**src/rtl/mastermind_pkg.sv**
```systemverilog
// Shared types and constants for the Mastermind game tracker.
package mastermind_pkg;

  typedef enum logic [1:0] {
    PLAYING = 2'b00,
    WIN     = 2'b01,
    LOSE    = 2'b10
  } game_state_t;

  localparam logic [3:0] DISP_WIN  = 4'd8;
  localparam logic [3:0] DISP_LOSE = 4'd0;
  localparam int         PEG_W     = 3;

endpackage

```
**src/rtl/mastermind_game_tracker_if.sv**
```systemverilog
// Feedback/control bus between the peg-compare stage and the game tracker.
interface mastermind_game_tracker_if #(
  parameter int HW = 3
);
  logic          new_game;
  logic          fb_valid;
  logic [HW-1:0] fb_red;
  logic [HW-1:0] fb_white;
  logic          review_mode;
  logic          review_step;
  logic [3:0]    guess_count;
  logic [1:0]    game_state;
  logic [3:0]    disp_red;
  logic [3:0]    disp_white;
  logic          fb_err;

  modport master (
    output new_game, fb_valid, fb_red, fb_white, review_mode, review_step,
    input  guess_count, game_state, disp_red, disp_white, fb_err
  );

  modport slave (
    input  new_game, fb_valid, fb_red, fb_white, review_mode, review_step,
    output guess_count, game_state, disp_red, disp_white, fb_err
  );
endinterface

```
**src/rtl/mastermind_fb_history.sv**
```systemverilog
// Per-guess feedback register file: one synchronous write port, one asynchronous read port.
module mastermind_fb_history #(
  parameter int DEPTH = 8,
  parameter int W     = 6,
  parameter int AW    = 3
) (
  input  logic          clk,
  input  logic          i_we,
  input  logic [AW-1:0] i_waddr,
  input  logic [W-1:0]  i_wdata,
  input  logic [AW-1:0] i_raddr,
  output logic [W-1:0]  o_rdata
);
  logic [W-1:0] r_mem [DEPTH];

  always_ff @(posedge clk) begin
    if (i_we) r_mem[i_waddr] <= i_wdata;
  end

  assign o_rdata = r_mem[i_raddr];
endmodule

```
**src/rtl/mastermind_game_tracker.sv**
```systemverilog
// Mastermind game tracker: guess counting, WIN/LOSE FSM and HEX feedback display.
// Optional history review paging is enabled by defining HISTORY_REVIEW_EN.
module mastermind_game_tracker
  import mastermind_pkg::*;
#(
  parameter int MAX_GUESSES = 8,
  parameter int PEGS        = 4,
  parameter int HW          = PEG_W
) (
  input  logic                   clk,
  input  logic                   resetn,
  mastermind_game_tracker_if.slave bus
);
  localparam logic [HW:0]   L_PEGS_SUM = (HW+1)'(PEGS);
  localparam logic [HW-1:0] L_PEGS     = HW'(PEGS);
  localparam logic [3:0]    L_MAX      = 4'(MAX_GUESSES);

  game_state_t r_state, w_state_nxt;
  logic [3:0]  r_count, w_count_nxt, w_count_inc;
  logic [3:0]  r_live_red, r_live_white, w_live_red_nxt, w_live_white_nxt;
  logic [3:0]  r_disp_red, r_disp_white;
  logic        r_fb_err, w_err_nxt;
  logic [HW:0] w_sum;
  logic        w_legal, w_accept;

  function automatic logic [3:0] sat_inc(input logic [3:0] v);
    return (v >= L_MAX) ? v : v + 4'd1;
  endfunction

  always_comb begin
    w_sum            = {1'b0, bus.fb_red} + {1'b0, bus.fb_white};
    w_legal          = (w_sum <= L_PEGS_SUM);
    w_accept         = (r_state == PLAYING) && bus.fb_valid && !bus.new_game && w_legal;
    w_err_nxt        = (r_state == PLAYING) && bus.fb_valid && !bus.new_game && !w_legal;
    w_count_inc      = sat_inc(r_count);
    w_state_nxt      = r_state;
    w_count_nxt      = r_count;
    w_live_red_nxt   = r_live_red;
    w_live_white_nxt = r_live_white;
    if (bus.new_game) begin
      w_state_nxt      = PLAYING;
      w_count_nxt      = 4'd0;
      w_live_red_nxt   = 4'd0;
      w_live_white_nxt = 4'd0;
    end else if (w_accept) begin
      w_count_nxt = w_count_inc;
      // A win on the final allowed guess must take priority over LOSE.
      if (bus.fb_red == L_PEGS) begin
        w_state_nxt      = WIN;
        w_live_red_nxt   = DISP_WIN;
        w_live_white_nxt = DISP_WIN;
      end else if (w_count_inc == L_MAX) begin
        w_state_nxt      = LOSE;
        w_live_red_nxt   = DISP_LOSE;
        w_live_white_nxt = DISP_LOSE;
      end else begin
        w_live_red_nxt   = 4'(bus.fb_red);
        w_live_white_nxt = 4'(bus.fb_white);
      end
    end
  end

`ifdef HISTORY_REVIEW_EN
  localparam int HAW = (MAX_GUESSES > 1) ? $clog2(MAX_GUESSES) : 1;

  logic [3:0]      r_rptr;
  logic [2*HW-1:0] w_rdata;
  logic            w_review;

  assign w_review = bus.review_mode && (r_count != 4'd0) && !bus.new_game;

  mastermind_fb_history #(
    .DEPTH (MAX_GUESSES),
    .W     (2*HW),
    .AW    (HAW)
  ) u_hist (
    .clk     (clk),
    .i_we    (w_accept),
    .i_waddr (r_count[HAW-1:0]),
    .i_wdata ({bus.fb_red, bus.fb_white}),
    .i_raddr (r_rptr[HAW-1:0]),
    .o_rdata (w_rdata)
  );

  always_ff @(posedge clk) begin
    if (!resetn || bus.new_game) begin
      r_rptr <= 4'd0;
    end else if (bus.review_step && (r_count != 4'd0)) begin
      r_rptr <= (r_rptr == r_count - 4'd1) ? 4'd0 : r_rptr + 4'd1;
    end
  end
`else
  logic w_unused;
  assign w_unused = &{1'b0, bus.review_mode, bus.review_step};
`endif

  always_ff @(posedge clk) begin
    if (!resetn) begin
      r_state      <= PLAYING;
      r_count      <= 4'd0;
      r_live_red   <= 4'd0;
      r_live_white <= 4'd0;
      r_disp_red   <= 4'd0;
      r_disp_white <= 4'd0;
      r_fb_err     <= 1'b0;
    end else begin
      r_state      <= w_state_nxt;
      r_count      <= w_count_nxt;
      r_live_red   <= w_live_red_nxt;
      r_live_white <= w_live_white_nxt;
      r_fb_err     <= w_err_nxt;
`ifdef HISTORY_REVIEW_EN
      r_disp_red   <= w_review ? 4'(w_rdata[2*HW-1:HW]) : w_live_red_nxt;
      r_disp_white <= w_review ? 4'(w_rdata[HW-1:0])    : w_live_white_nxt;
`else
      r_disp_red   <= w_live_red_nxt;
      r_disp_white <= w_live_white_nxt;
`endif
    end
  end

  assign bus.guess_count = r_count;
  assign bus.game_state  = r_state;
  assign bus.disp_red    = r_disp_red;
  assign bus.disp_white  = r_disp_white;
  assign bus.fb_err      = r_fb_err;
endmodule

```
**src/flat_wrapper.sv**
```systemverilog
// flat-port wrapper written by rule: the top's interface ports become plain ports
module mastermind_game_tracker_flat import mastermind_pkg::*;
#(
  parameter int MAX_GUESSES = 8,
  parameter int PEGS        = 4,
  parameter int HW          = PEG_W
)
  (clk, resetn, bus_new_game, bus_fb_valid, bus_fb_red, bus_fb_white, bus_review_mode, bus_review_step, bus_guess_count, bus_game_state, bus_disp_red, bus_disp_white, bus_fb_err);
  mastermind_game_tracker_if #(.HW(HW)) bus_i ();
  input  logic clk;
  input  logic resetn;
  input wire logic [$bits(bus_i.new_game)-1:0] bus_new_game;
  input wire logic [$bits(bus_i.fb_valid)-1:0] bus_fb_valid;
  input wire logic [$bits(bus_i.fb_red)-1:0] bus_fb_red;
  input wire logic [$bits(bus_i.fb_white)-1:0] bus_fb_white;
  input wire logic [$bits(bus_i.review_mode)-1:0] bus_review_mode;
  input wire logic [$bits(bus_i.review_step)-1:0] bus_review_step;
  output wire logic [$bits(bus_i.guess_count)-1:0] bus_guess_count;
  output wire logic [$bits(bus_i.game_state)-1:0] bus_game_state;
  output wire logic [$bits(bus_i.disp_red)-1:0] bus_disp_red;
  output wire logic [$bits(bus_i.disp_white)-1:0] bus_disp_white;
  output wire logic [$bits(bus_i.fb_err)-1:0] bus_fb_err;
  assign bus_i.new_game = bus_new_game;
  assign bus_i.fb_valid = bus_fb_valid;
  assign bus_i.fb_red = bus_fb_red;
  assign bus_i.fb_white = bus_fb_white;
  assign bus_i.review_mode = bus_review_mode;
  assign bus_i.review_step = bus_review_step;
  assign bus_guess_count = bus_i.guess_count;
  assign bus_game_state = bus_i.game_state;
  assign bus_disp_red = bus_i.disp_red;
  assign bus_disp_white = bus_i.disp_white;
  assign bus_fb_err = bus_i.fb_err;
  mastermind_game_tracker #(.MAX_GUESSES(MAX_GUESSES), .PEGS(PEGS), .HW(HW)) u_core (.clk(clk), .resetn(resetn), .bus(bus_i));
endmodule
```
**config.mk**
```make
export PLATFORM = sky130hd
export DESIGN_NAME = mastermind_game_tracker_flat
export DESIGN_NICKNAME = d
export VERILOG_FILES = /design/src/rtl/mastermind_pkg.sv /design/src/rtl/mastermind_game_tracker_if.sv /design/src/rtl/mastermind_fb_history.sv /design/src/rtl/mastermind_game_tracker.sv /design/src/flat_wrapper.sv
export SDC_FILE = /design/constraint.sdc
export NUM_CORES = 1
export LEC_CHECK = 0
export BUFFER_PORTS_ARGS = -buffer_cell sky130_fd_sc_hd__buf_2
export CORE_MARGIN = 1
export CORE_UTILIZATION = 51
export CTS_CLUSTER_SIZE = 14
export DETAILED_ROUTE_END_ITERATION = 7
export GPL_TIMING_DRIVEN = 0
export PLACE_DENSITY_LB_ADDON = 0.25
export SLEW_MARGIN = 30
export SYNTH_ARGS = -nofsm -noshare
export SYNTH_HDL_FRONTEND = slang
export SYNTH_SLANG_ARGS = --single-unit
```
**constraint.sdc**
```tcl
create_clock -name clk -period 4.3 [get_ports clk]
set_input_delay 0.215 -clock clk [delete_from_list [all_inputs] [get_ports clk]]
set_output_delay 0.215 -clock clk [all_outputs]
set_load 0.02 [all_outputs]
```
==> report_table.html, run 1 <==
<table>
<tr><th>Metric</th><th>Value</th></tr>
<tr><th colspan="2">Setup path</th></tr>
<tr><td>Crit path from</td><td>bus_fb_red[0]</td></tr>
<tr><td>FF-to-FF path depth</td><td>3</td></tr>
<tr><td>Series of cell instances along the critical path</td><td>buf_2 &gt; ha_1 &gt; inv_1 &gt; fa_1 &gt; nand2b_1 &gt; a221oi_2 &gt; nand2_4 &gt; o41ai_2</td></tr>
<tr><td>Slowest-stage cell, CP</td><td>sky130_fd_sc_hd__a221oi_2</td></tr>
<tr><td>Reg-to-reg endpoint</td><td>u_core.bus.game_state[1]</td></tr>
<tr><td>Nature of the critical path startpoint</td><td>input pin</td></tr>
<tr><td>Worst Setup Path Type</td><td>input pin to flop</td></tr>
<tr><td>CP arrival</td><td>2180 ps</td></tr>
<tr><td>Type of destination of the critical path</td><td>flop</td></tr>
<tr><td>Worst reg-to-reg setup slack</td><td>2630 ps</td></tr>
<tr><td>Critical path's largest stage delay</td><td>about 520 ps</td></tr>
<tr><td>Crit path to</td><td>u_core.bus.game_state[1]</td></tr>
<tr><td>Critical path required time</td><td>4500 ps</td></tr>
<tr><td>Max Fanout on Critical Path</td><td>10</td></tr>
<tr><td>Reg-to-Reg Start</td><td>u_core.bus.game_state[1]</td></tr>
<tr><th colspan="2">CTS</th></tr>
<tr><td>PostCTS Resize Cnt</td><td>0</td></tr>
<tr><td>Clock H-tree levels</td><td>1</td></tr>
<tr><td>Source-to-sink clock delay at the later pin of the worst-skew pair</td><td>290 ps</td></tr>
<tr><td>Root Driver</td><td>sky130_fd_sc_hd__clkbuf_4</td></tr>
<tr><td>Post-cts hold buffer count</td><td>0</td></tr>
<tr><td>Reg clk slew, reported paths</td><td>90 ps</td></tr>
<tr><td>Number of setup buffers added after CTS</td><td>0</td></tr>
<tr><td>Total clock buffers created by CTS</td><td>3</td></tr>
<tr><td>Max Buffers Root-to-Sink</td><td>2</td></tr>
<tr><td>Clock sink count</td><td>14</td></tr>
<tr><td>TritonCTS clock tree</td><td>done</td></tr>
<tr><th colspan="2">Synthesis</th></tr>
<tr><td>Net count after synthesis</td><td>103</td></tr>
<tr><td>EDFF count, synth</td><td>0</td></tr>
<tr><td>Ys flop type</td><td>sky130_fd_sc_hd__dfxtp_1</td></tr>
<tr><td>Post-synthesis simple-gate area fraction</td><td>25.4%</td></tr>
<tr><td>Area share of the largest cell type after synthesis</td><td>roughly 37%</td></tr>
<tr><td>Area of the mapped netlist</td><td>approximately 760 sq um</td></tr>
<tr><td>Xor/xnor share of the synthesized area</td><td>1.15%</td></tr>
<tr><td>Post-synthesis async set-or-reset flop share</td><td>0%</td></tr>
<tr><td>Library cell occupying the most area in the post-synthesis netlist</td><td>sky130_fd_sc_hd__dfxtp_1</td></tr>
<tr><td>Cells after Synth</td><td>between 80 and 90</td></tr>
<tr><td>Compound-cell area share of the yosys netlist</td><td>9.67%</td></tr>
<tr><td>Fraction of the yosys area taken by sequential cells</td><td>a little under two fifths</td></tr>
<tr><td>Number of warnings issued by yosys</td><td>0</td></tr>
<tr><td>Combinational family with the most area after synthesis</td><td>simple AND/OR/NAND/NOR gates</td></tr>
<tr><td>Mapped Avg Cell Area</td><td>between 8 and 9 sq um</td></tr>
<tr><td>Multiplexer area fraction after synthesis</td><td>11.8%</td></tr>
<tr><td>Number of flip-flops and latches in the synthesized netlist</td><td>14</td></tr>
<tr><td>Main area contributors after synthesis</td><td>sky130_fd_sc_hd__dfxtp_1, sky130_fd_sc_hd__mux2i_1, sky130_fd_sc_hd__nand2_1</td></tr>
<tr><td>Adder-cell area share of the yosys netlist</td><td>a little over a tenth</td></tr>
<tr><td>Distinct cell type count after synthesis</td><td>25</td></tr>
<tr><th colspan="2">Worst hold path</th></tr>
<tr><td>Class of the worst hold path</td><td>input pin to flop</td></tr>
<tr><td>Hold wc startpoint</td><td>resetn</td></tr>
<tr><th colspan="2">Die</th></tr>
<tr><td>Y dimension of the die</td><td>40.7 um</td></tr>
<tr><td>Die X-Extent</td><td>40.7 um</td></tr>
<tr><td>Die Outline Area</td><td>between 0.0015 and 0.002 sq mm</td></tr>
<tr><td>Starting density of the core</td><td>a little under three fifths</td></tr>
<tr><td>Placement row count</td><td>13</td></tr>
<tr><td>Ports placed on the boundary</td><td>27</td></tr>
<tr><td>Core area</td><td>0.00135 sq mm</td></tr>
<tr><th colspan="2">Timing</th></tr>
<tr><td>Crit share post-route</td><td>about 46%</td></tr>
<tr><td>Time the worst path needs with I/O delays and setup</td><td>around 2000 ps</td></tr>
<tr><td>Setup repair after global routing missed its margin</td><td>false</td></tr>
<tr><td>Total Negative Setup Slacks</td><td>0 ps</td></tr>
<tr><td>Worst relative slew slack</td><td>between 50% and 60%</td></tr>
<tr><td>Worst Skew</td><td>3.17 ps</td></tr>
<tr><td>Number of slew-limit violations in the final report</td><td>0</td></tr>
<tr><td>Slew at the pin with the worst max-slew slack</td><td>about 710 ps</td></tr>
<tr><td>Final count of negative-setup-slack endpoints</td><td>0</td></tr>
<tr><td>Final Hold Viols</td><td>0</td></tr>
<tr><td>Max Freq</td><td>0.505 GHz</td></tr>
<tr><th colspan="2">Place</th></tr>
<tr><td>HPWL after DPL</td><td>1250 um</td></tr>
<tr><td>Placer Congestion</td><td>0.692</td></tr>
<tr><td>Number of port buffers</td><td>24</td></tr>
<tr><th colspan="2">Power</th></tr>
<tr><td>Switching pwr</td><td>approximately 0.074 mW</td></tr>
<tr><td>Standby leakage power</td><td>0.491 nW</td></tr>
<tr><td>Cell internal power dissipation</td><td>roughly 0.20 mW</td></tr>
<tr><td>Fraction of power spent switching nets</td><td>26.9%</td></tr>
<tr><td>Worst supply voltage drop on vdd</td><td>0.000266 V</td></tr>
<tr><td>Clock group share of total power</td><td>36.1%</td></tr>
<tr><td>Combinational power share</td><td>15.5%</td></tr>
<tr><td>Proportion of power drawn by flip-flops and latches</td><td>48.4%</td></tr>
<tr><td>Tot Pwr</td><td>0.274 mW</td></tr>
<tr><td>Power density cells</td><td>292 mW/mm^2</td></tr>
<tr><th colspan="2">Drt</th></tr>
<tr><td>Post-Route WL</td><td>~1600 um</td></tr>
<tr><td>Total number of vias</td><td>just under 700</td></tr>
<tr><td>DRC violation count after routing</td><td>0</td></tr>
<tr><td>DR vias/cell</td><td>between 5 and 6</td></tr>
<tr><td>Remaining antenna violation count</td><td>0</td></tr>
<tr><td>DR iter-0 viols</td><td>16</td></tr>
<tr><td>First-pass detailed-route iteration total</td><td>5</td></tr>
<tr><td>Detail-routed net length per standard cell</td><td>12.7 um</td></tr>
<tr><th colspan="2">Global route</th></tr>
<tr><td>GRT Resource Usage Total</td><td>22.7%</td></tr>
<tr><td>Maximum number of pins on one net before global-route repair</td><td>11</td></tr>
<tr><td>Wire length of the first global-routing pass</td><td>2510 um</td></tr>
<tr><td>Total global routing overflow</td><td>0</td></tr>
<tr><td>Number of antenna violations at the first check in global routing</td><td>0</td></tr>
<tr><td>Via count of the first global-routing pass</td><td>572</td></tr>
<tr><th colspan="2">Final layout</th></tr>
<tr><td>Layout filler cell count</td><td>110</td></tr>
<tr><td>Number of inserted diodes</td><td>0</td></tr>
<tr><td>Most frequent cells in the layout</td><td>sky130_fd_sc_hd__buf_2, sky130_fd_sc_hd__nand2_1, sky130_fd_sc_hd__dfxtp_1</td></tr>
<tr><td>Ratio of cells with drive above 1 in the final layout</td><td>31.0%</td></tr>
<tr><td>Number of nets in the layout</td><td>132</td></tr>
<tr><td>Area growth, synth to finish</td><td>23.0%</td></tr>
<tr><td>Commonest non-fill, non-tap cell in the layout</td><td>sky130_fd_sc_hd__buf_2</td></tr>
<tr><th colspan="2">Run</th></tr>
<tr><td>Max_cap viols</td><td>0</td></tr>
<tr><th colspan="2">Status</th></tr>
<tr><td>Run status</td><td>finished, final reports clean</td></tr>
</table>
stage by stage:
step	std cells	cell area, sq um	setup slack (ps)	utilization, %	hold slack (ps)
after floorplan	85	763	2390	-	329
after global placement	124	902	2110	66.8	445
after detailed placement	124	902	2050	66.8	449
after CTS	128	938	2360	69.5	150
after global routing	128	938	2250	69.5	181
final	128	938	2320	69.5	157
registers in the layout (all words and copies together), names as in the netlist:
name,cells
u_core.bus.disp_red,4
u_core.bus.guess_count,4
u_core.bus.disp_white,3
u_core.bus.game_state,2
u_core.bus.fb_err,1
power by group through the flow:
stage / Combinational (mW) / Clock (mW) / Sequential [mW]
finish: 0.0424 / 0.0989 / 0.132
global route: 0.0462 / 0.102 / 0.133
CTS: 0.0423 / 0.0991 / 0.132
detailed placement: 0.0419 / 0 / 0.135
global placement: 0.0409 / 0 / 0.135
floorplan: 0.0268 / 0 / 0.138
worst min path at each step:
stage | end | cells after the start
6_report | u_core.bus.fb_err | 3
5_1_grt | u_core.bus.fb_err | 3
4_1_cts | u_core.bus.fb_err | 3
3_5_place_dp | u_core.bus.disp_white[1] | 2
3_3_place_gp | u_core.bus.disp_white[0] | 2
2_1_floorplan | u_core.bus.fb_err | 2
synth_stat cells (all sizes together), types with 2 or more instances:
| cell type | number |
|---|---|
| clkbuf | 2 |
| dfxtp | 14 |
| ha | 5 |
| inv | 5 |
| mux2i | 9 |
| nand2 | 19 |
| nand2b | 3 |
| nand3 | 7 |
| nor2 | 5 |
| or4b | 2 |
layer usage:
metal	GRT usage [%]	wire, um
met5	0	0
met4	7.50	24
met3	3.26	74
met2	40.9	818
met1	27.2	708
cell type report:
cell class / instances / area [sq um] / area share, %
Buffer: 3 / 15.0 / 1.60
Sequential cell: 14 / 280 / 29.9
Tap cell: 15 / 18.8 / 2.00
Clock buffer: 4 / 36.3 / 3.87
Inverter: 5 / 18.8 / 2.00
Multi-Input combinational cell: 63 / 449 / 47.9
Timing Repair Buffer: 24 / 120 / 12.8
logic make-up after synthesis:
family / count (synthesis)
AO/OA/AOI/OAI: 8
XOR/XNOR: 1
adder cells (fa/ha/maj): 6
buffers and inverters: 8
flip-flops: 14
multiplexers: 9
AND/OR/NAND/NOR: 39
worst max-delay path, delay by kind of cell:
kind / cells / cell delay (ps)
adder cells (fa/ha/maj): 2 / 650
buffers and inverters: 2 / 170
AO/OA/AOI/OAI: 2 / 860
AND/OR/NAND/NOR: 2 / 290
No activity file was read; power rests on OpenSTA's default activity.
==> run 2, diff against run 1 <==
- CORE_ASPECT_RATIO: not set -> 1.2
- CORE_UTILIZATION: 51 -> 43
- clock period: 4.3 -> 1.7 ns (I/O delays scaled with it)
==> run 2 against run 1 <==
  * Clock-buffer cell count stayed put
  * Register-to-register slack got worse by 2600 ps
  * Utilization shrank 11 points
  * Die area up 18%
  * Cell area is 2.5% higher
  * Sequential power grew to 2.5 times the previous value
  * Worst hold slack got worse by 130 ps
  * Clock power grew 150%
  * Non-clock buffer count increased by 1
==> report_table.html, run 2 (same netlist as run 1, synthesis figures left out) <==
<table>
<tr><th>Metric</th><th>Value</th></tr>
<tr><th colspan="2">Status</th></tr>
<tr><td>Run status</td><td>finished, final reports clean</td></tr>
<tr><th colspan="2">Global route</th></tr>
<tr><td>Via count of the first global-routing pass</td><td>595</td></tr>
<tr><td>Total global routing overflow</td><td>0</td></tr>
<tr><td>Wire length of the first global-routing pass</td><td>roughly 2500 um</td></tr>
<tr><td>Global routing usage on met3</td><td>2.74%</td></tr>
<tr><td>GRT Resource Usage Total</td><td>19.1%</td></tr>
<tr><td>Maximum number of pins on one net before global-route repair</td><td>11</td></tr>
<tr><td>Number of antenna violations at the first check in global routing</td><td>0</td></tr>
<tr><td>Layer with the highest usage after global routing</td><td>met2</td></tr>
<tr><td>Met2 Resource Use GR</td><td>34.6%</td></tr>
<tr><td>GR Util met1</td><td>21.9%</td></tr>
<tr><th colspan="2">Final layout</th></tr>
<tr><td>Area growth, synth to finish</td><td>26.1%</td></tr>
<tr><td>Final core utilization</td><td>between 50% and 60%</td></tr>
<tr><td>Number of nets in the layout</td><td>133</td></tr>
<tr><td>Count of non-filler cells in the finished layout</td><td>132</td></tr>
<tr><td>Most frequent cells in the layout</td><td>sky130_fd_sc_hd__buf_2, sky130_fd_sc_hd__nand2_1, sky130_fd_sc_hd__dfxtp_1</td></tr>
<tr><td>Ratio of cells with drive above 1 in the final layout</td><td>roughly 32%</td></tr>
<tr><td>Layout filler cell count</td><td>167</td></tr>
<tr><td>Number of inserted diodes</td><td>0</td></tr>
<tr><td>Commonest non-fill, non-tap cell in the layout</td><td>sky130_fd_sc_hd__buf_2</td></tr>
<tr><th colspan="2">Worst hold path</th></tr>
<tr><td>WHS Path Cells</td><td>3</td></tr>
<tr><td>Class of the worst hold path</td><td>input pin to flop</td></tr>
<tr><th colspan="2">Die</th></tr>
<tr><td>Ports placed on the boundary</td><td>27</td></tr>
<tr><td>Core area</td><td>0.00164 sq mm</td></tr>
<tr><td>Die X-Extent</td><td>40.5 um</td></tr>
<tr><td>Y dimension of the die</td><td>48.2 um</td></tr>
<tr><td>Placement row count</td><td>16</td></tr>
<tr><td>Starting density of the core</td><td>46.5%</td></tr>
<tr><td>Die Outline Area</td><td>around 0.0019 sq mm</td></tr>
<tr><th colspan="2">Setup path</th></tr>
<tr><td>Worst reg-to-reg setup slack</td><td>60 ps</td></tr>
<tr><td>Worst Setup Path Type</td><td>flop to flop</td></tr>
<tr><td>Series of cell instances along the critical path</td><td>or4b_2 &gt; o31a_1 &gt; o41ai_2</td></tr>
<tr><td>CP arrival</td><td>1830 ps</td></tr>
<tr><td>Critical path's largest stage delay</td><td>roughly 660 ps</td></tr>
<tr><td>Slowest-stage cell, CP</td><td>sky130_fd_sc_hd__or4b_2</td></tr>
<tr><td>Max Fanout on Critical Path</td><td>7</td></tr>
<tr><td>FF-to-FF path depth</td><td>3</td></tr>
<tr><td>Critical path required time</td><td>1890 ps</td></tr>
<tr><td>Nature of the critical path startpoint</td><td>flop</td></tr>
<tr><td>Type of destination of the critical path</td><td>flop</td></tr>
<tr><th colspan="2">CTS</th></tr>
<tr><td>Total clock buffers created by CTS</td><td>3</td></tr>
<tr><td>TritonCTS clock tree</td><td>done</td></tr>
<tr><td>Max Buffers Root-to-Sink</td><td>2</td></tr>
<tr><td>Source-to-sink clock delay at the later pin of the worst-skew pair</td><td>280 ps</td></tr>
<tr><td>Clock sink count</td><td>14</td></tr>
<tr><td>Root Driver</td><td>sky130_fd_sc_hd__clkbuf_4</td></tr>
<tr><td>Clock H-tree levels</td><td>1</td></tr>
<tr><td>Reg clk slew, reported paths</td><td>roughly 90 ps</td></tr>
<tr><th colspan="2">Drt</th></tr>
<tr><td>Total number of vias</td><td>696</td></tr>
<tr><td>Remaining antenna violation count</td><td>0</td></tr>
<tr><td>DR vias/cell</td><td>5.27</td></tr>
<tr><td>First-pass detailed-route iteration total</td><td>2</td></tr>
<tr><td>Post-Route WL</td><td>1610 um</td></tr>
<tr><td>DRC violation count after routing</td><td>0</td></tr>
<tr><td>DR iter-0 viols</td><td>8</td></tr>
<tr><td>Detail-routed net length per standard cell</td><td>roughly 12 um</td></tr>
<tr><th colspan="2">Power</th></tr>
<tr><td>Tot Pwr</td><td>0.700 mW</td></tr>
<tr><td>Standby leakage power</td><td>0.500 nW</td></tr>
<tr><td>Worst supply voltage drop on vdd</td><td>0.000548 V</td></tr>
<tr><td>Power density cells</td><td>approximately 730 mW/mm^2</td></tr>
<tr><th colspan="2">Run</th></tr>
<tr><td>Max_cap viols</td><td>0</td></tr>
<tr><th colspan="2">Timing</th></tr>
<tr><td>Max Freq</td><td>0.609 GHz</td></tr>
<tr><td>Setup repair after global routing missed its margin</td><td>false</td></tr>
<tr><td>Slew at the pin with the worst max-slew slack</td><td>~630 ps</td></tr>
<tr><td>Worst relative slew slack</td><td>between 50 and 60%</td></tr>
<tr><td>Final count of negative-setup-slack endpoints</td><td>0</td></tr>
<tr><td>Crit share post-route</td><td>96.6%</td></tr>
<tr><td>Worst Skew</td><td>~6 ps</td></tr>
<tr><td>Number of slew-limit violations in the final report</td><td>0</td></tr>
<tr><td>Final Hold Viols</td><td>0</td></tr>
<tr><td>Time the worst path needs with I/O delays and setup</td><td>1640 ps</td></tr>
<tr><th colspan="2">Place</th></tr>
<tr><td>Placer Congestion</td><td>0.697</td></tr>
<tr><td># placed instances</td><td>127</td></tr>
<tr><td>HPWL after DPL</td><td>1260 um</td></tr>
<tr><td>Number of port buffers</td><td>24</td></tr>
</table>
run 2: changes by cell type in the layout (fill, tap and decap cells not counted):
| cell | change |
|---|---|
| sky130_fd_sc_hd__a221oi_2 | -1 |
| sky130_fd_sc_hd__dfxtp_2 | +1 |
| sky130_fd_sc_hd__dfxtp_1 | -1 |
| sky130_fd_sc_hd__a221oi_4 | +1 |
| sky130_fd_sc_hd__buf_4 | +1 |
run 2: cell type report:
type                    count  area [sq um]  area share [%]
plain buffers               3          15.0            1.56
clock buffers               4          36.3            3.77
inverters                   5          18.8            1.95
multi-input cells          63           460            47.9
flip-flops and latches     14           282            29.3
well taps                  18          22.5            2.34
repair buffers             25           128            13.3
run 2: repair_timing:
action,CTS,global route
setup buffers,0,1
hold buffers,0,0
setup endpoints to repair,0,4
gates resized for setup,0,1
run 2: report_power, final:
group | total (mW) | switching (mW) | internal, mW | leakage [nW]
Sequential | 0.335 | 0.00245 | 0.332 | 0.113
Combinational | 0.123 | 0.0694 | 0.0531 | 0.365
Clock | 0.243 | 0.113 | 0.130 | 0.0210
Total | 0.700 | 0.184 | 0.516 | 0.500
run 2: per-layer routing:
metal,routed length (um),share of wire (%)
met5,0,0
met4,13,0.81
met3,60,3.7
met2,808,50
met1,723,45
run 2: worst max-delay path, delay by kind of cell, from the launching register on:
| family | cells | cell delay, ps |
|---|---|---|
| simple gates | 1 | 660 |
| flops | 1 | 350 |
| compound gates | 2 | 540 |
run 2: final timing paths:
check	from	to
worst max register to register	u_core.bus.guess_count[2]	u_core.bus.game_state[1]
worst min register to register	u_core.bus.disp_red[2]	u_core.bus.disp_red[2]
worst min-delay path	resetn	u_core.bus.fb_err
worst max-delay path	u_core.bus.guess_count[2]	u_core.bus.game_state[1]
run 2: per-stage QoR:
step                      area [sq um]  hold WS [ps]  worst slack, ps  TNS [ps]
after floorplan                    774           199             52.5         0
after global placement             917           325             -202     -1850
after detailed placement           917           331             -259     -2600
after CTS                          953          28.7             36.5         0
after global routing               962          42.5             10.4         0
final                              962          31.1             58.2         0
==> run 3, diff against run 2 <==
- ABC_AREA: not set -> 1
- CORE_UTILIZATION: 43 -> 42
==> run 3 against run 2 <==
  * Critical path depth grew 3
  * Flip-flop and latch count unchanged
  * Sequential power hardly changed
  * Area after synthesis shrank 1.6%
  * Critical path type unchanged
  * Cell area shrank 3.3%
  * Global-route usage shrank 1.0 points
  * Clock-buffer cell count stayed put
  * Final cell count grew 14%
==> report_table.html, run 3 <==
<table>
<tr><th>Metric</th><th>Value</th></tr>
<tr><th colspan="2">Setup path</th></tr>
<tr><td>CP arrival</td><td>1720 ps</td></tr>
<tr><td>FF-to-FF path depth</td><td>6</td></tr>
<tr><td>Type of destination of the critical path</td><td>flop</td></tr>
<tr><td>Worst reg-to-reg setup slack</td><td>approximately 190 ps</td></tr>
<tr><td>Critical path required time</td><td>1910 ps</td></tr>
<tr><td>Nature of the critical path startpoint</td><td>flop</td></tr>
<tr><td>Reg-to-reg endpoint</td><td>u_core.bus.game_state[1]</td></tr>
<tr><td>Max Fanout on Critical Path</td><td>7</td></tr>
<tr><td>Reg-to-Reg Start</td><td>u_core.bus.guess_count[1]</td></tr>
<tr><td>Worst Setup Path Type</td><td>flop to flop</td></tr>
<tr><th colspan="2">Synthesis</th></tr>
<tr><td>Most frequent cell after synthesis</td><td>sky130_fd_sc_hd__nand2_1</td></tr>
<tr><td>Number of warnings issued by yosys</td><td>0</td></tr>
<tr><td>Xor/xnor share of the synthesized area</td><td>0%</td></tr>
<tr><td>Adder-cell area share of the yosys netlist</td><td>11.0%</td></tr>
<tr><td>Multiplexer area fraction after synthesis</td><td>0%</td></tr>
<tr><td>Fraction of the yosys area taken by sequential cells</td><td>37.3%</td></tr>
<tr><td>Main area contributors after synthesis</td><td>sky130_fd_sc_hd__dfxtp_1, sky130_fd_sc_hd__nand2_1, sky130_fd_sc_hd__a21oi_1</td></tr>
<tr><td>Cells after Synth</td><td>104</td></tr>
<tr><td>Post-synthesis simple-gate area fraction</td><td>29.5%</td></tr>
<tr><td>Mapped Avg Cell Area</td><td>7.22 sq um</td></tr>
<tr><td>Area share of the largest cell type after synthesis</td><td>37.3%</td></tr>
<tr><td>Number of flip-flops and latches in the synthesized netlist</td><td>14</td></tr>
<tr><td>Area of the mapped netlist</td><td>between 700 and 800 sq um</td></tr>
<tr><td>Distinct cell type count after synthesis</td><td>18</td></tr>
<tr><td>Combinational family with the most area after synthesis</td><td>simple AND/OR/NAND/NOR gates</td></tr>
<tr><td>Library cell occupying the most area in the post-synthesis netlist</td><td>sky130_fd_sc_hd__dfxtp_1</td></tr>
<tr><td>Compound-cell area share of the yosys netlist</td><td>10.7%</td></tr>
<tr><td>Post-synthesis async set-or-reset flop share</td><td>0%</td></tr>
<tr><td>Leading post-synthesis cells by instance count</td><td>sky130_fd_sc_hd__nand2_1, sky130_fd_sc_hd__dfxtp_1, sky130_fd_sc_hd__inv_1</td></tr>
<tr><td>Ys flop type</td><td>sky130_fd_sc_hd__dfxtp_1</td></tr>
<tr><td>Net count after synthesis</td><td>122</td></tr>
<tr><td>EDFF count, synth</td><td>0</td></tr>
<tr><th colspan="2">Timing</th></tr>
<tr><td>Crit share post-route</td><td>about nine tenths</td></tr>
<tr><td>Time the worst path needs with I/O delays and setup</td><td>1510 ps</td></tr>
<tr><td>Final count of negative-setup-slack endpoints</td><td>0</td></tr>
<tr><td>Fin worst setup slack</td><td>193 ps</td></tr>
<tr><td>Number of slew-limit violations in the final report</td><td>0</td></tr>
<tr><td>Setup repair after global routing missed its margin</td><td>false</td></tr>
<tr><td>Max Freq</td><td>0.664 GHz</td></tr>
<tr><td>Worst Skew</td><td>4.09 ps</td></tr>
<tr><td>Slew at the pin with the worst max-slew slack</td><td>~270 ps</td></tr>
<tr><td>Total Negative Setup Slacks</td><td>0 ps</td></tr>
<tr><td>Final-layout worst hold slack</td><td>31.3 ps</td></tr>
<tr><td>Final Hold Viols</td><td>0</td></tr>
<tr><td>Worst relative slew slack</td><td>between 80% and 90%</td></tr>
<tr><th colspan="2">Die</th></tr>
<tr><td>Starting density of the core</td><td>a little under half</td></tr>
<tr><td>Die X-Extent</td><td>40.6 um</td></tr>
<tr><td>Die Outline Area</td><td>0.00196 sq mm</td></tr>
<tr><td>Y dimension of the die</td><td>48.3 um</td></tr>
<tr><td>Core area</td><td>between 0.0015 and 0.002 sq mm</td></tr>
<tr><td>Placement row count</td><td>16</td></tr>
<tr><td>Ports placed on the boundary</td><td>27</td></tr>
<tr><th colspan="2">CTS</th></tr>
<tr><td>Clock H-tree levels</td><td>1</td></tr>
<tr><td>Reg clk slew, reported paths</td><td>90 ps</td></tr>
<tr><td>Root Driver</td><td>sky130_fd_sc_hd__clkbuf_4</td></tr>
<tr><td>Max Buffers Root-to-Sink</td><td>2</td></tr>
<tr><td>Total clock buffers created by CTS</td><td>3</td></tr>
<tr><td>TritonCTS clock tree</td><td>done</td></tr>
<tr><td>Source-to-sink clock delay at the later pin of the worst-skew pair</td><td>280 ps</td></tr>
<tr><td>Post-cts hold buffer count</td><td>0</td></tr>
<tr><td>Clock sink count</td><td>14</td></tr>
<tr><th colspan="2">Status</th></tr>
<tr><td>Run status</td><td>finished, final reports clean</td></tr>
<tr><th colspan="2">Final layout</th></tr>
<tr><td>Most frequent cells in the layout</td><td>sky130_fd_sc_hd__nand2_1, sky130_fd_sc_hd__buf_2, sky130_fd_sc_hd__inv_1</td></tr>
<tr><td>Count of non-filler cells in the finished layout</td><td>150</td></tr>
<tr><td>Commonest non-fill, non-tap cell in the layout</td><td>sky130_fd_sc_hd__nand2_1</td></tr>
<tr><td>Ratio of cells with drive above 1 in the final layout</td><td>28.0%</td></tr>
<tr><td>Area growth, synth to finish</td><td>24.0%</td></tr>
<tr><td>Number of inserted diodes</td><td>0</td></tr>
<tr><td>Number of nets in the layout</td><td>151</td></tr>
<tr><th colspan="2">Place</th></tr>
<tr><td>Number of port buffers</td><td>24</td></tr>
<tr><td>Placer Congestion</td><td>0.762</td></tr>
<tr><td>Worst Setup Slack post-DPL</td><td>-27.2 ps</td></tr>
<tr><td>HPWL after DPL</td><td>1210 um</td></tr>
<tr><td># placed instances</td><td>146</td></tr>
<tr><th colspan="2">Global route</th></tr>
<tr><td>Maximum number of pins on one net before global-route repair</td><td>11</td></tr>
<tr><td>Number of antenna violations at the first check in global routing</td><td>0</td></tr>
<tr><td>Wire length of the first global-routing pass</td><td>2530 um</td></tr>
<tr><td>Via count of the first global-routing pass</td><td>620</td></tr>
<tr><td>GRT Resource Usage Total</td><td>between 15 and 20%</td></tr>
<tr><td>Total global routing overflow</td><td>0</td></tr>
<tr><th colspan="2">Drt</th></tr>
<tr><td>Post-Route WL</td><td>roughly 1500 um</td></tr>
<tr><td>DR vias/cell</td><td>4.87</td></tr>
<tr><td>Remaining antenna violation count</td><td>0</td></tr>
<tr><td>DRC violation count after routing</td><td>0</td></tr>
<tr><td>Total number of vias</td><td>between 700 and 800</td></tr>
<tr><td>First-pass detailed-route iteration total</td><td>4</td></tr>
<tr><td>Detail-routed net length per standard cell</td><td>10.1 um</td></tr>
<tr><td>DR iter-0 viols</td><td>16</td></tr>
<tr><th colspan="2">Run</th></tr>
<tr><td>Max_cap viols</td><td>0</td></tr>
<tr><th colspan="2">Power</th></tr>
<tr><td>Standby leakage power</td><td>0.454 nW</td></tr>
<tr><td>Worst supply voltage drop on vdd</td><td>0.000432 V</td></tr>
<tr><td>Power density cells</td><td>725 mW/mm^2</td></tr>
<tr><td>Tot Pwr</td><td>0.675 mW</td></tr>
<tr><th colspan="2">Worst hold path</th></tr>
<tr><td>Hold wc startpoint</td><td>resetn</td></tr>
<tr><td>WHS Path Cells</td><td>3</td></tr>
<tr><td>Class of the worst hold path</td><td>input pin to flop</td></tr>
<tr><td>Hold endpoint</td><td>u_core.bus.fb_err</td></tr>
</table>
[run 3: cell count changes after synthesis, moves of 3 or more]
cell,delta
sky130_fd_sc_hd__a21oi_1,+12
sky130_fd_sc_hd__nand4_1,+4
sky130_fd_sc_hd__inv_2,+3
sky130_fd_sc_hd__inv_1,+9
sky130_fd_sc_hd__nor2_1,+3
sky130_fd_sc_hd__mux2i_1,-9
sky130_fd_sc_hd__nand2_1,+8
sky130_fd_sc_hd__nand2b_1,-3
[run 3: layout make-up]
class,count,area [sq um]
Sequential cell,14,282
Timing Repair Buffer,24,120
Buffer,2,18.8
Clock buffer,4,36.3
Inverter,18,67.6
Fill cell,176,731
Multi-Input combinational cell,70,384
Tap cell,18,22.5
[run 3: power breakdown]
part | internal [mW] | switching (mW) | leakage [nW]
Sequential | 0.333 | 0.00342 | 0.114
Clock | 0.130 | 0.109 | 0.0210
Combinational | 0.0364 | 0.0629 | 0.320
Total | 0.500 | 0.175 | 0.454
[run 3: stage by stage]
stage	cell area (sq um)	utilization [%]
after floorplan	751	-
after global placement	893	53.8
after detailed placement	893	53.8
after CTS	930	55.9
after global routing	931	56.0
final	931	56.0
[run 3: cells by family after synthesis]
logic type	Yosys count
AO/OA/AOI/OAI	16
adder cells (fa/ha/maj)	6
buffers and inverters	20
flip-flops	14
AND/OR/NAND/NOR	48
[run 3: repair_timing]
item | 4_1_cts | 5_1_grt
setup endpoints to repair | 0 | 1
gates resized for setup | 0 | 1
buffers inserted | 0 | 0
[run 3: metal layers]
| layer | vias up | routed length, um | global-route usage [%] |
|---|---|---|---|
| met4 | 0 | 12 | 8.33 |
| li1 | 389 | - | - |
| met3 | 2 | 47 | 2.75 |
| met1 | 323 | 723 | 24.9 |
| met5 | - | 0 | 0 |
| met2 | 17 | 725 | 26.7 |
[run 3: worst max-delay path by stage]
stage	startpoint	end	depth (start not counted)
2_1_floorplan	u_core.bus.guess_count[0]	u_core.bus.game_state[1]	6
3_3_place_gp	bus_fb_red[0]	u_core.bus.disp_white[1]	11
3_5_place_dp	bus_fb_red[0]	u_core.bus.guess_count[3]	11
4_1_cts	u_core.bus.guess_count[0]	u_core.bus.game_state[1]	6
5_1_grt	u_core.bus.guess_count[1]	u_core.bus.game_state[1]	6
6_report	u_core.bus.guess_count[1]	u_core.bus.game_state[1]	6
[run 3: worst max-delay path, stage by stage, from the launching register on]
cell and delay, ps:
sky130_fd_sc_hd__dfxtp_1 390, sky130_fd_sc_hd__inv_1 90, sky130_fd_sc_hd__ha_1 270, sky130_fd_sc_hd__o21ai_1 200, sky130_fd_sc_hd__nand3_2 180, sky130_fd_sc_hd__nand3b_1 200, sky130_fd_sc_hd__a21oi_1 130
